$ cat config.mk
export PLATFORM = sky130hd
export DESIGN_NAME = hack_mem_arbiter
export DESIGN_NICKNAME = d
export VERILOG_FILES = /design/src/rtl/hack_mem_pkg.sv /design/src/rtl/hack_mem_arbiter_arb.sv /design/src/rtl/hack_mem_arbiter.sv
export SDC_FILE = /design/constraint.sdc
export NUM_CORES = 1
export LEC_CHECK = 0
export ABC_AREA = 1
export BUFFER_PORTS_ARGS = -buffer_cell sky130_fd_sc_hd__buf_2
export CORE_ASPECT_RATIO = 0.6
export CORE_MARGIN = 2
export CORE_UTILIZATION = 35
export CTS_CLUSTER_SIZE = 30
export DETAILED_ROUTE_END_ITERATION = 8
export GPL_ROUTABILITY_DRIVEN = 0
export PLACE_DENSITY = 0.66
export SLEW_MARGIN = 20
export SYNTH_ARGS = -nofsm -noshare
export SYNTH_HDL_FRONTEND = slang
export SYNTH_SLANG_ARGS = --single-unit
$ cat constraint.sdc
create_clock -name clk -period 2.5 [get_ports clk]
set_input_delay 0.125 -clock clk [delete_from_list [all_inputs] [get_ports clk]]
set_output_delay 0.125 -clock clk [all_outputs]
set_load 0.02 [all_outputs]
$ cat src/rtl/hack_mem_pkg.sv
// Shared types and constants for the Hack data-RAM arbiter.
// Holds the sequencer states, the requester identities, the CPU address regions and the memory-map constants.
package hack_mem_pkg;

    localparam logic [14:0] DEF_SCREEN_BASE = 15'h4000;
    localparam logic [14:0] DEF_KBD_ADDR    = 15'h6000;

    typedef enum logic [1:0] {
        ST_IDLE  = 2'd0,
        ST_ISSUE = 2'd1,
        ST_RESP  = 2'd2
    } state_e;

    typedef enum logic {
        OWN_CPU = 1'b0,
        OWN_VID = 1'b1
    } owner_e;

    typedef enum logic [1:0] {
        RGN_RAM      = 2'd0,
        RGN_KBD      = 2'd1,
        RGN_UNMAPPED = 2'd2
    } region_e;

    function automatic owner_e other_owner(input owner_e o);
        return (o == OWN_CPU) ? OWN_VID : OWN_CPU;
    endfunction

endpackage

$ cat src/rtl/hack_mem_arbiter_arb.sv
// Two-requester round-robin grant for the Hack memory arbiter.
// The priority register only moves when a grant is actually made.
module hack_rr_arb2
    import hack_mem_pkg::*;
(
    input  logic   clk,
    input  logic   reset,
    input  logic   en,
    input  logic   cpu_req,
    input  logic   vid_req,
    output logic   grant,
    output owner_e grant_owner
);

    owner_e prio_q;
    owner_e prio_d;

    // On a tie, prio picks the winner; any grant hands priority to the loser.
    always_comb begin
        grant       = 1'b0;
        grant_owner = OWN_VID;
        prio_d      = prio_q;
        if (en) begin
            if (cpu_req && vid_req) begin
                grant       = 1'b1;
                grant_owner = prio_q;
            end else if (cpu_req) begin
                grant       = 1'b1;
                grant_owner = OWN_CPU;
            end else if (vid_req) begin
                grant       = 1'b1;
                grant_owner = OWN_VID;
            end
            if (grant) begin
                prio_d = other_owner(grant_owner);
            end
        end
    end

    always_ff @(posedge clk) begin
        if (reset) begin
            prio_q <= OWN_VID;
        end else begin
            prio_q <= prio_d;
        end
    end

endmodule

$ cat src/rtl/hack_mem_arbiter.sv
// Shares the single-port data RAM between the CPU data port and video scanout.
// Each access takes IDLE -> ISSUE -> RESP; the CPU side also decodes the keyboard register and the unmapped space.
module hack_mem_arbiter
    import hack_mem_pkg::*;
#(
    parameter int                ADDR_W      = 15,
    parameter int                DATA_W      = 16,
    parameter int                VID_AW      = 13,
    parameter logic [ADDR_W-1:0] SCREEN_BASE = ADDR_W'(DEF_SCREEN_BASE),
    parameter logic [ADDR_W-1:0] KBD_ADDR    = ADDR_W'(DEF_KBD_ADDR)
) (
    input  logic              clk,
    input  logic              reset,
    input  logic              cpu_req,
    input  logic              cpu_we,
    input  logic [ADDR_W-1:0] cpu_addr,
    input  logic [DATA_W-1:0] cpu_wdata,
    output logic [DATA_W-1:0] cpu_rdata,
    output logic              cpu_ack,
    output logic              cpu_bad_addr,
    input  logic              vid_req,
    input  logic [VID_AW-1:0] vid_addr,
    output logic [DATA_W-1:0] vid_rdata,
    output logic              vid_ack,
    input  logic [DATA_W-1:0] kbd_in,
    output logic              mem_en,
    output logic              mem_we,
    output logic [ADDR_W-1:0] mem_addr,
    output logic [DATA_W-1:0] mem_wdata,
    input  logic [DATA_W-1:0] mem_rdata
);

    state_e            state_q, state_d;
    owner_e            owner_q, owner_d;
    region_e           region_q, region_d;
    logic              we_q, we_d;
    logic [ADDR_W-1:0] addr_q, addr_d;
    logic [DATA_W-1:0] wdata_q, wdata_d;
    logic [DATA_W-1:0] kbd_q, kbd_d;
    logic [DATA_W-1:0] cpu_rdata_q, cpu_rdata_d;
    logic [DATA_W-1:0] vid_rdata_q, vid_rdata_d;

    logic              arb_en;
    logic              grant;
    owner_e            grant_owner;
    region_e           cpu_region;
    logic [ADDR_W-1:0] vid_full_addr;
    logic [DATA_W-1:0] resp_data;
    logic              resp_cpu;
    logic              resp_vid;
    logic              resp_read;

    assign arb_en        = (state_q == ST_IDLE);
    assign vid_full_addr = SCREEN_BASE + ADDR_W'(vid_addr);

    hack_rr_arb2 u_arb (
        .clk         (clk),
        .reset       (reset),
        .en          (arb_en),
        .cpu_req     (cpu_req),
        .vid_req     (vid_req),
        .grant       (grant),
        .grant_owner (grant_owner)
    );

    always_comb begin
        cpu_region = RGN_UNMAPPED;
        if (cpu_addr < KBD_ADDR) begin
            cpu_region = RGN_RAM;
        end else if (cpu_addr == KBD_ADDR) begin
            cpu_region = RGN_KBD;
        end
    end

    // Everything about an access is latched at grant, so requesters only need to hold until ack.
    always_comb begin
        state_d     = state_q;
        owner_d     = owner_q;
        region_d    = region_q;
        we_d        = we_q;
        addr_d      = addr_q;
        wdata_d     = wdata_q;
        kbd_d       = kbd_q;
        cpu_rdata_d = cpu_rdata_q;
        vid_rdata_d = vid_rdata_q;
        case (state_q)
            ST_IDLE: begin
                if (grant) begin
                    owner_d = grant_owner;
                    state_d = ST_ISSUE;
                    if (grant_owner == OWN_VID) begin
                        we_d     = 1'b0;
                        addr_d   = vid_full_addr;
                        wdata_d  = '0;
                        region_d = RGN_RAM;
                    end else begin
                        we_d     = cpu_we;
                        addr_d   = cpu_addr;
                        wdata_d  = cpu_wdata;
                        region_d = cpu_region;
                    end
                end
            end
            ST_ISSUE: begin
                if (region_q == RGN_KBD) begin
                    kbd_d = kbd_in;
                end
                state_d = ST_RESP;
            end
            ST_RESP: begin
                if (resp_read) begin
                    if (owner_q == OWN_CPU) begin
                        cpu_rdata_d = resp_data;
                    end else begin
                        vid_rdata_d = resp_data;
                    end
                end
                state_d = ST_IDLE;
            end
            default: begin
                state_d = ST_IDLE;
            end
        endcase
    end

    // Outputs decode the current state only, so a write already on the bus still lands if reset arrives mid-cycle.
    always_comb begin
        mem_en       = (state_q == ST_ISSUE) && (region_q == RGN_RAM);
        mem_we       = mem_en && we_q;
        mem_addr     = mem_en ? addr_q : '0;
        mem_wdata    = mem_en ? wdata_q : '0;
        resp_cpu     = (state_q == ST_RESP) && (owner_q == OWN_CPU);
        resp_vid     = (state_q == ST_RESP) && (owner_q == OWN_VID);
        resp_read    = (state_q == ST_RESP) && !we_q;
        cpu_ack      = resp_cpu;
        vid_ack      = resp_vid;
        cpu_bad_addr = resp_cpu && (region_q == RGN_UNMAPPED);
        case (region_q)
            RGN_RAM: resp_data = mem_rdata;
            RGN_KBD: resp_data = kbd_q;
            default: resp_data = '0;
        endcase
        cpu_rdata = (resp_cpu && !we_q) ? resp_data : cpu_rdata_q;
        vid_rdata = resp_vid ? resp_data : vid_rdata_q;
    end

    always_ff @(posedge clk) begin
        if (reset) begin
            state_q     <= ST_IDLE;
            owner_q     <= OWN_CPU;
            region_q    <= RGN_RAM;
            we_q        <= 1'b0;
            addr_q      <= '0;
            wdata_q     <= '0;
            kbd_q       <= '0;
            cpu_rdata_q <= '0;
            vid_rdata_q <= '0;
        end else begin
            state_q     <= state_d;
            owner_q     <= owner_d;
            region_q    <= region_d;
            we_q        <= we_d;
            addr_q      <= addr_d;
            wdata_q     <= wdata_d;
            kbd_q       <= kbd_d;
            cpu_rdata_q <= cpu_rdata_d;
            vid_rdata_q <= vid_rdata_d;
        end
    end

endmodule
==> results.sh <==
export IMPL_worstSetupPathType="reg2out"
export IMPL_path_clk_slew_ns=0.06
export IMPL_setup_viol=0
export IMPL_htree_levels=3
export IMPL_reg2reg_from="state_q[0]$_SDFFE_PP0P_"
export IMPL_clockBufferDepth=2
export IMPL_drv_slew=0
export IMPL_r2r_cells=8
export IMPL_critPathArrivalTime_ns=1.98
export IMPL_netlist_top_cells_area="dfxtp_1 (44%), nand2_1 (15%), o21ai_0 (8.9%), a21oi_1 (7.9%), nor2_1 (7.3%)"
export IMPL_portBuffers=148
export IMPL_synth_warnings=0
export IMPL_grt_max_degree=41
export IMPL_cp_top_family="simple AND/OR/NAND/NOR gates"
export IMPL_worst_path_most_repeated_cell="nand2_1"
export IMPL_status="finished, final reports clean"
export IMPL_synth_top_area_share_pct=43.84
export IMPL_grt_total_usage_pct=19.65
export IMPL_cts_setup_buffers=0
export IMPL_yosys_area_top_type="dfxtp_1"
export IMPL_cp_slowest_cell="nor2_2"
export IMPL_path_cells="nor2_2, nand2_1, o21ai_0, nand2_1, nand2_1, buf_2"
export IMPL_fin_crit_sh_pct=84.21
export IMPL_p_sw_uw=866.1
export IMPL_grt_pass1_vias=3814
export IMPL_antennaDiodeCount=0
export IMPL_io_pins=149
export IMPL_tightest_slew_ns=0.6595
export IMPL_dr_max_layer_used="met4"
export IMPL_synth_seq_cells=86
export IMPL_drive_gt1_share_pct=27.56
export IMPL_critPathCaptureType="output port"
export IMPL_yosysSeqAreaShare_pct=43.84
export IMPL_skew_ns=0.005045
export IMPL_start_util_pct=36.57
export IMPL_hold_end="wdata_q[0]$_SDFFE_PP0P_"
export IMPL_final_seq_area_um2=1722
export IMPL_drcViolationCount=0
export IMPL_dp_hpwl_um=8877
export IMPL_peakVddDrop_mv=0.3174
export IMPL_r2r_end="vid_rdata_q[5]$_SDFFE_PP0P_"
export IMPL_relSlewSlack_pct=55.98
export IMPL_routed_via_density=4.800
export IMPL_cts_sinks=86
export IMPL_die_width_um=140.8
export IMPL_layout_nets=799
export IMPL_whs_ns=0.03612
export IMPL_antenna_found_initial=0
export IMPL_clock_latency_ns=0.33
export IMPL_cellLeakagePower_uw=0.002472
export IMPL_num_rows=29
export IMPL_die_area_um2=12110
export IMPL_combPwrFrac_pct=13.9
export IMPL_grt_pass1_wl_um=18850
export IMPL_numCtsBuffers=9
export IMPL_internal_power_uw=2518
export IMPL_fin_setup_tns_ns=0
export IMPL_ant_nets=0
export IMPL_swShare_pct=25.60
export IMPL_wl_met3_um=833
export IMPL_met1_length_um=5814
export IMPL_worst_path_max_fanout=17
export IMPL_rsz0062_at_grt="no"
export IMPL_synth_area_um2=3928
export IMPL_critPathBufInv=1
export IMPL_synth_cell_types=27
export IMPL_p_per_area_nw_per_um2=668.2
export IMPL_max_cap_viol_count=0
export IMPL_grt_remaining_overflow=0
export IMPL_nFillCells=1133
export IMPL_layout_commonest_cell="nand2_1"
export IMPL_syn_to_final_growth_pct=28.93
export IMPL_max_stage_delay_ns=0.53
export IMPL_coreArea_um2=10740
export IMPL_pwr_share_seq_pct=43.3
export IMPL_ctsHoldBuffers=0
export IMPL_r2r_setup_slack_ns=0.75
export IMPL_clockPowerShare_pct=42.8
export IMPL_hold_path_class="in2reg"
export IMPL_finalHoldViolations=0
export IMPL_die_height_um=86.06
export IMPL_syn_nets=665
export IMPL_wl_met2_um=5126
export IMPL_cp_required_ns=2.38
export IMPL_multi_input_area_um2=1831
export IMPL_cts_resized=0
export IMPL_drtIter0Drc=330
export IMPL_final_cell_mix="nand2_1 (161), buf_2 (148), dfxtp_1 (86)"
export IMPL_cts_root_buf="clkbuf_16"
export IMPL_min_delay_start="cpu_wdata[0]"
export IMPL_syn_avg_cell_area_um2=6.725
export IMPL_detail_route_wl_per_cell_um=13.79
export IMPL_timing_fmax_ghz=0.4750
export IMPL_via_count=4133
export IMPL_drt_pass1_iterations=4
export IMPL_period_minus_slack_ns=2.105
export IMPL_cts_tree="yes"
export IMPL_routed_wl_um=11870
export IMPL_cp_start_kind="flip-flop"
export IMPL_synthCells=584
export IMPL_worstHoldPathCells=3
[layout make-up]
class	count	share of cell area, %
inverters	60	4.522
clock inverters	4	1.384
multi-input cells	407	36.15
clock buffers	11	4.991
flip-flops and latches	86	34.00
repair buffers	154	15.52
well taps	139	3.435
[cell usage after synthesis, drive strengths merged]
cell and number:
nand3 5, nand2 164, buf 13, clkinv 2
a21oi 65, dfxtp 86, or2 12, o21ai 75
inv 58, nor2 82, nor4 1, nor3 1
a211oi 2, clkbuf 18
[power groups by stage]
stage | sequential [uW] | combinational (uW) | clock (uW)
finish | 1470 | 471 | 1450
global placement | 1490 | 461 | 0
CTS | 1470 | 472 | 1480
global route | 1470 | 525 | 1540
floorplan | 1490 | 302 | 0
detailed placement | 1500 | 470 | 0
[worst max path at each step]
| stage | cells after the start | startpoint | end | slack, ns |
|---|---|---|---|---|
| after floorplan | 7 | state_q[1]$_SDFFE_PP0P_ | cpu_rdata[10] | 1.11 |
| after global placement | 8 | state_q[0]$_SDFFE_PP0P_ | vid_rdata_q[8]$_SDFFE_PP0P_ | 0.82 |
| after detailed placement | 6 | region_q[0]$_SDFFE_PP0P_ | cpu_rdata[15] | 0.79 |
| after CTS | 6 | region_q[0]$_SDFFE_PP0P_ | cpu_rdata[15] | 0.42 |
| after global routing | 6 | region_q[0]$_SDFFE_PP0P_ | cpu_rdata[0] | 0.23 |
| final | 6 | region_q[0]$_SDFFE_PP0P_ | cpu_rdata[15] | 0.39 |
[per-stage QoR]
step	cells	area (um^2)	power [uW]	setup WS [ns]	util [%]
after global routing	861	5064	3538	0.2274	47.15
after floorplan	584	3928	1790	1.111	-
after global placement	846	4741	1954	0.8193	44.14
final	861	5064	3384	0.3946	47.15
after CTS	861	5064	3418	0.4192	47.15
after detailed placement	846	4741	1966	0.7868	44.14
[layer usage]
layer / vias to the layer above / track usage [%]
met3: 10 / 6.030
met5: - / 0
li1: 2095 / -
met2: 132 / 29.71
met4: 0 / 4.091
met1: 1896 / 27.75
[flip-flops by register name (all words and copies together) (netlist names)]
| register | cells |
|---|---|
| state_q | 2 |
| kbd_q | 16 |
| u_arb.prio_q | 1 |
| cpu_rdata_q | 16 |
| owner_q | 1 |
| vid_rdata_q | 16 |
| region_q | 2 |
| wdata_q | 16 |
| addr_q | 15 |
| we_q | 1 |
[logic make-up after synthesis]
| logic type | after synthesis | share of synthesized area (%) |
|---|---|---|
| buffers and inverters | 91 | 9.557 |
| DFF | 86 | 43.84 |
| and+or+nand+nor | 265 | 28.00 |
| AOI/OAI and AO/OA | 142 | 18.60 |
[worst reg2reg max path: cells and delay by family (launching register included)]
| kind | cells | cell delay [ns] |
|---|---|---|
| flip-flops | 1 | 0.32 |
| buffers and inverters | 3 | 0.48 |
| AND/OR/NAND/NOR | 5 | 0.84 |
Power figures use the tool's default switching activity.
